$ cat config.mk
export PLATFORM = sky130hd
export DESIGN_NAME = rv_mem_adapter
export DESIGN_NICKNAME = d
export VERILOG_FILES = /design/src/rtl/rv_mem_adapter.sv
export SDC_FILE = /design/constraint.sdc
export NUM_CORES = 1
export LEC_CHECK = 0
export ABC_AREA = 1
export ABC_CLOCK_PERIOD_IN_PS = 1400
export BUFFER_PORTS_ARGS = -buffer_cell sky130_fd_sc_hd__buf_2
export CELL_PAD_IN_SITES_DETAIL_PLACEMENT = 1
export CELL_PAD_IN_SITES_GLOBAL_PLACEMENT = 1
export CORE_AREA = 3 3 117 119
export DETAILED_ROUTE_END_ITERATION = 10
export DIE_AREA = 0 0 120 122
export PLACE_DENSITY_LB_ADDON = 0.2
export SYNTH_ARGS = -nofsm -noshare
export SYNTH_HDL_FRONTEND = slang
export SYNTH_SLANG_ARGS = --single-unit
export TNS_END_PERCENT = 50
$ cat constraint.sdc
create_clock -name clk -period 1.4 [get_ports clk]
set_input_delay 0.21 -clock clk [delete_from_list [all_inputs] [get_ports clk]]
set_output_delay 0.21 -clock clk [all_outputs]
set_load 0.005 [all_outputs]
$ cat src/rtl/rv_mem_adapter.sv
// Bridges a valid/ready core memory port to a 64-bit synchronous on-chip RAM, one transaction per 3 cycles.
// Optional address checking is enabled by defining RV_MEM_ADAPTER_ERRCHK_EN.
module rv_mem_adapter #(
  parameter logic [31:0] BASE_ADDR = 32'h0000_0000,
  parameter int unsigned MEM_WORDS = 8192
) (
  input  logic        clk,
  input  logic        reset_n,
  input  logic        req_valid,
  output logic        req_ready,
  input  logic [31:0] req_addr,
  input  logic        req_we,
  input  logic [3:0]  req_wstrb,
  input  logic [31:0] req_wdata,
  output logic        resp_valid,
  output logic [31:0] resp_rdata,
  output logic        resp_err,
  output logic [12:0] mem_address,
  output logic [7:0]  mem_byteenable,
  output logic        mem_chipselect,
  output logic        mem_write,
  output logic [63:0] mem_writedata,
  output logic        mem_clken,
  input  logic [63:0] mem_readdata
);

  localparam logic [31:0] WORD_MASK = 32'(MEM_WORDS - 1);

  typedef enum logic [1:0] {IDLE, ACCESS, RESP} state_e;

  state_e      state_q, state_d;
  logic        ready_q, ready_d;
  logic        cs_q, cs_d;
  logic        wr_q, wr_d;
  logic [12:0] addr_q, addr_d;
  logic [7:0]  be_q, be_d;
  logic [63:0] wdata_q, wdata_d;
  logic        we_q, we_d;
  logic        hi_q, hi_d;
  logic        err_q, err_d;
  logic        rvalid_q, rvalid_d;
  logic        rerr_q, rerr_d;
  logic        clken_q;
  logic        addr_err;

`ifdef RV_MEM_ADAPTER_ERRCHK_EN
  localparam logic [32:0] END_ADDR = 33'(BASE_ADDR) + 33'(MEM_WORDS) * 33'd8;

  // Misaligned, below the window, or past the end of the memory
  assign addr_err = (req_addr[1:0] != 2'b00) || (req_addr < BASE_ADDR) ||
                    ({1'b0, req_addr} >= END_ADDR);
`else
  assign addr_err = 1'b0;
`endif

  // Next-state and registered-output logic
  always_comb begin
    state_d  = state_q;
    cs_d     = 1'b0;
    wr_d     = 1'b0;
    addr_d   = addr_q;
    be_d     = be_q;
    wdata_d  = wdata_q;
    we_d     = we_q;
    hi_d     = hi_q;
    err_d    = err_q;
    rvalid_d = 1'b0;
    rerr_d   = 1'b0;
    case (state_q)
      IDLE: begin
        if (req_valid && ready_q) begin
          state_d = ACCESS;
          addr_d  = 13'(((req_addr - BASE_ADDR) >> 3) & WORD_MASK);
          wdata_d = {req_wdata, req_wdata};
          we_d    = req_we;
          hi_d    = req_addr[2];
          err_d   = addr_err;
          cs_d    = !addr_err;
          wr_d    = req_we && !addr_err;
          if (req_we) begin
            be_d = req_addr[2] ? {req_wstrb, 4'b0000} : {4'b0000, req_wstrb};
          end else begin
            be_d = 8'hFF;
          end
        end
      end
      ACCESS: begin
        state_d  = RESP;
        rvalid_d = 1'b1;
        rerr_d   = err_q;
      end
      RESP:    state_d = IDLE;
      default: state_d = IDLE;
    endcase
    ready_d = (state_d == IDLE);
  end

  always_ff @(posedge clk or negedge reset_n) begin
    if (!reset_n) begin
      state_q  <= IDLE;
      ready_q  <= 1'b0;
      cs_q     <= 1'b0;
      wr_q     <= 1'b0;
      addr_q   <= 13'd0;
      be_q     <= 8'd0;
      wdata_q  <= 64'd0;
      we_q     <= 1'b0;
      hi_q     <= 1'b0;
      err_q    <= 1'b0;
      rvalid_q <= 1'b0;
      rerr_q   <= 1'b0;
      clken_q  <= 1'b0;
    end else begin
      state_q  <= state_d;
      ready_q  <= ready_d;
      cs_q     <= cs_d;
      wr_q     <= wr_d;
      addr_q   <= addr_d;
      be_q     <= be_d;
      wdata_q  <= wdata_d;
      we_q     <= we_d;
      hi_q     <= hi_d;
      err_q    <= err_d;
      rvalid_q <= rvalid_d;
      rerr_q   <= rerr_d;
      clken_q  <= 1'b1;
    end
  end

  assign req_ready      = ready_q;
  assign resp_valid     = rvalid_q;
  assign resp_err       = rerr_q;
  assign mem_address    = addr_q;
  assign mem_byteenable = be_q;
  assign mem_chipselect = cs_q;
  assign mem_write      = wr_q;
  assign mem_writedata  = wdata_q;
  assign mem_clken      = clken_q;

  // RAM data only becomes valid in RESP, so read data is steered straight through
  assign resp_rdata = (rvalid_q && !we_q && !err_q) ?
                      (hi_q ? mem_readdata[63:32] : mem_readdata[31:0]) : 32'h0;

endmodule

==> qor.txt <==
clock sinks: 61
largest net degree at the start of global routing: 62
Crit-path slowest cell: dfrtp_1
met3 Track Usage GR: 5.25%
Inserted Clock Buffers: 9
clock input transition at the sequential cells of the worst setup and hold paths: 60 ps
Post-Syn Instances: 415
number of max-cap violations: 0
Yosys top cell by area: dfrtp_1
Period minus WS final: 1620 ps
DP Wirelength: 8780 um
Site Rows: 41
Reg power frac: 32.0%
DRC: 0
Most used DFF post-synth: dfrtp_1
placed insts: 779
crit end category: primary output
min-delay src: req_addr[4]
Ports: 259
core area: 12700 um^2
register bit total from synthesis: 61
wire per inst: 14.8 um
mux share of post-synthesis cell area: 0%
count of pins over their slew limit: 0
register area: 1530 um^2
Synth Cell Area: 3260 um^2
Tcrit/Tclk final: 116%
multi-input logic area: 1310 um^2
sequential share of the synthesized area: 46.8%
die area: 14600 um^2
count of unique library cells instantiated by Yosys: 16
share of the synthesized area in the top cell type: 46.8%
Psw: 4.00 mW
antenna violations before repair: 0
vias in the first global route: 3703
Initial Utilization: 25.7%
Simple-Gate Fraction of Synth Area: 31.3%
Largest delay share family, worst path: flip-flops
HP Class: in2reg
main combinational cell family by area after synthesis: simple AND/OR/NAND/NOR gates
Finished Layout Cells: 797
Pre-antenna DRT Iters: 4
Arr. time, crit path: 1410 ps
diode count: 0
Clock power frac: 20.2%
Port Buf Inserts: 239
Sw Share: 40.9%
final hold vios: 0
vias per cell: 4.34
most numerous cell in the Yosys netlist: nand2_1
Detailed Route WL: 11800 um
largest fanout on the critical path: 16
Logic pwr share: 47.8%
ANT nets after route: 0
setup violators final: 32
Largest stage delay, worst path: 370 ps
met2 Use GR: 29.5%
crit path cell chain: or2_4 -> buf_12 -> a21oi_2 -> buf_2
H-tree depth: 3
Compound-Gate Fraction of Synth Area: 8.36%
DRT iter0 DRCs: 105
Setup CP Type: reg2out
die width: 120 um
share of layout cells above drive strength 1: 48.3%
area added between synthesis and finish: 44.8%
# nets final: 756
fmax: 0.617 GHz
GP Congestion: 0.717
status: complete, but fails checks
Post-synth EDFFs: 0
Post-Synth XOR/XNOR Area: 0%
synth warn: 0
async set-reset flop share out of synthesis: 100%
Power Density: 2070 nW/um^2
CTS max path bufs: 2
Post-synth top cells: nand2_1, dfrtp_1, nand3_1
setup bufs post-CTS: 0
Worst Setup SP: we_q$_DFFE_PN0P_
clk_skew: 5.99 ps
crit path buf inv count: 2
RSZ-0062 raised after global routing: yes
Worst VDD drop: 0.784 mV
GRT Util Overall: 16.2%
fill count: 1644
Final WS setup: -221 ps
CP Launch Type: register
vias: 3455
Crit path required time: 1190 ps
CTS tree: built
Setup Slack @ Placement: 39.5 ps
Syn Nets: 551
Leak: 2.76 nW
Most Used Layer, Global Route: met2
reg2reg start: resp_valid$_DFF_PN0_
post-layout util: 37.3%
gr ovfl total: 0
Power Internal: 5.77 mW
Synth area leaders: dfrtp_1, nand2_1, buf_4
Skew-Pair Late Insertion Delay: 320 ps
Adder-Cell Fraction of Synth Area: 0%
Global Route met1 Usage: 18.1%
Mean Syn Cell Area: 7.86 um^2
Root Buffer: clkbuf_16
failing checks: setup timing
die height: 122 um
first-pass GRT wire length: 18900 um
[registers in the layout (all words and copies together), names as in the netlist]
register / flops
hi_q: 1
mem_address: 13
mem_byteenable: 8
mem_chipselect: 1
mem_clken: 1
mem_write: 1
mem_writedata: 32
req_ready: 1
resp_valid: 1
state_q: 1
we_q: 1
[power groups by stage]
stage	Sequential [mW]	Clock [mW]	Combinational, mW
final	3.12	1.97	4.67
after global routing	3.26	2.15	5.32
after CTS	3.15	2.05	4.80
after detailed placement	3.15	0	4.70
after global placement	3.11	0	4.61
after floorplan	3.18	0	2.90
[layout by cell type, fill, tap and decap left out]
cell           Yosys  final
a21oi_2           30     31
clkinv_2           0      4
dlygate4sd3_1      0      1
buf_12             0      4
nand2_2            1      1
buf_6              4      1
a21oi_1            2      1
inv_1              6      6
nor2_2             2      1
nor2_4             0      1
clkbuf_16          0      9
nor2_1             3      3
clkbuf_1           5      2
clkinvlp_4         0      1
buf_16             0      1
buf_4             37      8
conb_1             2      2
nand3_1           47     47
buf_2             13    239
or2_4              0      1
nand2_1          200    200
dfrtp_1           61     61
[stage by stage]
step	instance area (um^2)	TNS (ps)	hold slack [ps]	power, mW
floorplan	3260	0	-85.6	6.08
global placement	4420	0	250	7.72
detailed placement	4420	0	260	7.85
CTS	4720	-7140	106	9.99
global route	4720	-8760	112	10.7
finish	4720	-6360	118	9.76
[kinds of logic (layout without fill, tap and decap cells)]
logic type	count (synthesis)	after routing
AOI/OAI and AO/OA	32	32
buffers and inverters	66	276
DFF	61	61
other	2	2
and+or+nand+nor	254	254
[worst min-delay path, cell delays in order]
cell and delay (ps):
buf_2 70, nand3_1 60, nand2_1 60
[what timing repair did]
action                                  4_1_cts  5_1_grt
gates cloned                                  1        0
resized for setup                             3        1
hold buffers                                  1        0
endpoints found under the hold margin        61        0
endpoints found under the setup margin       32       32
[path summary, 6_finish.rpt]
check | cells after the start | end | slack, ps
min reg2reg | 2 | mem_address[12]$_DFFE_PN0P_ | 470
min | 3 | mem_address[1]$_DFFE_PN0P_ | 120
max in group asynchronous | 3 | mem_writedata[45]$_DFFE_PN0P_ | 690
max reg2reg | 6 | mem_writedata[46]$_DFFE_PN0P_ | 160
min in group asynchronous | 3 | mem_writedata[33]$_DFFE_PN0P_ | 420
max | 4 | resp_rdata[14] | -220
[cell type report]
type / instances / share of cell area, %
flip-flops and latches: 61 / 32.3
repair buffers: 254 / 29.3
multi-input cells: 288 / 27.8
clock buffers: 11 / 4.93
well taps: 172 / 4.56
clock inverters: 5 / 0.583
inverters: 6 / 0.477
[metal layers]
layer / share of wire, % / up-vias / routed length [um]
met1: 40 / 1641 / 4660
li1: - / 1677 / -
met5: 0 / - / 0
met4: 0.62 / 0 / 73
met3: 8.1 / 6 / 952
met2: 52 / 131 / 6110
No activity file was read; power rests on OpenSTA's default activity.
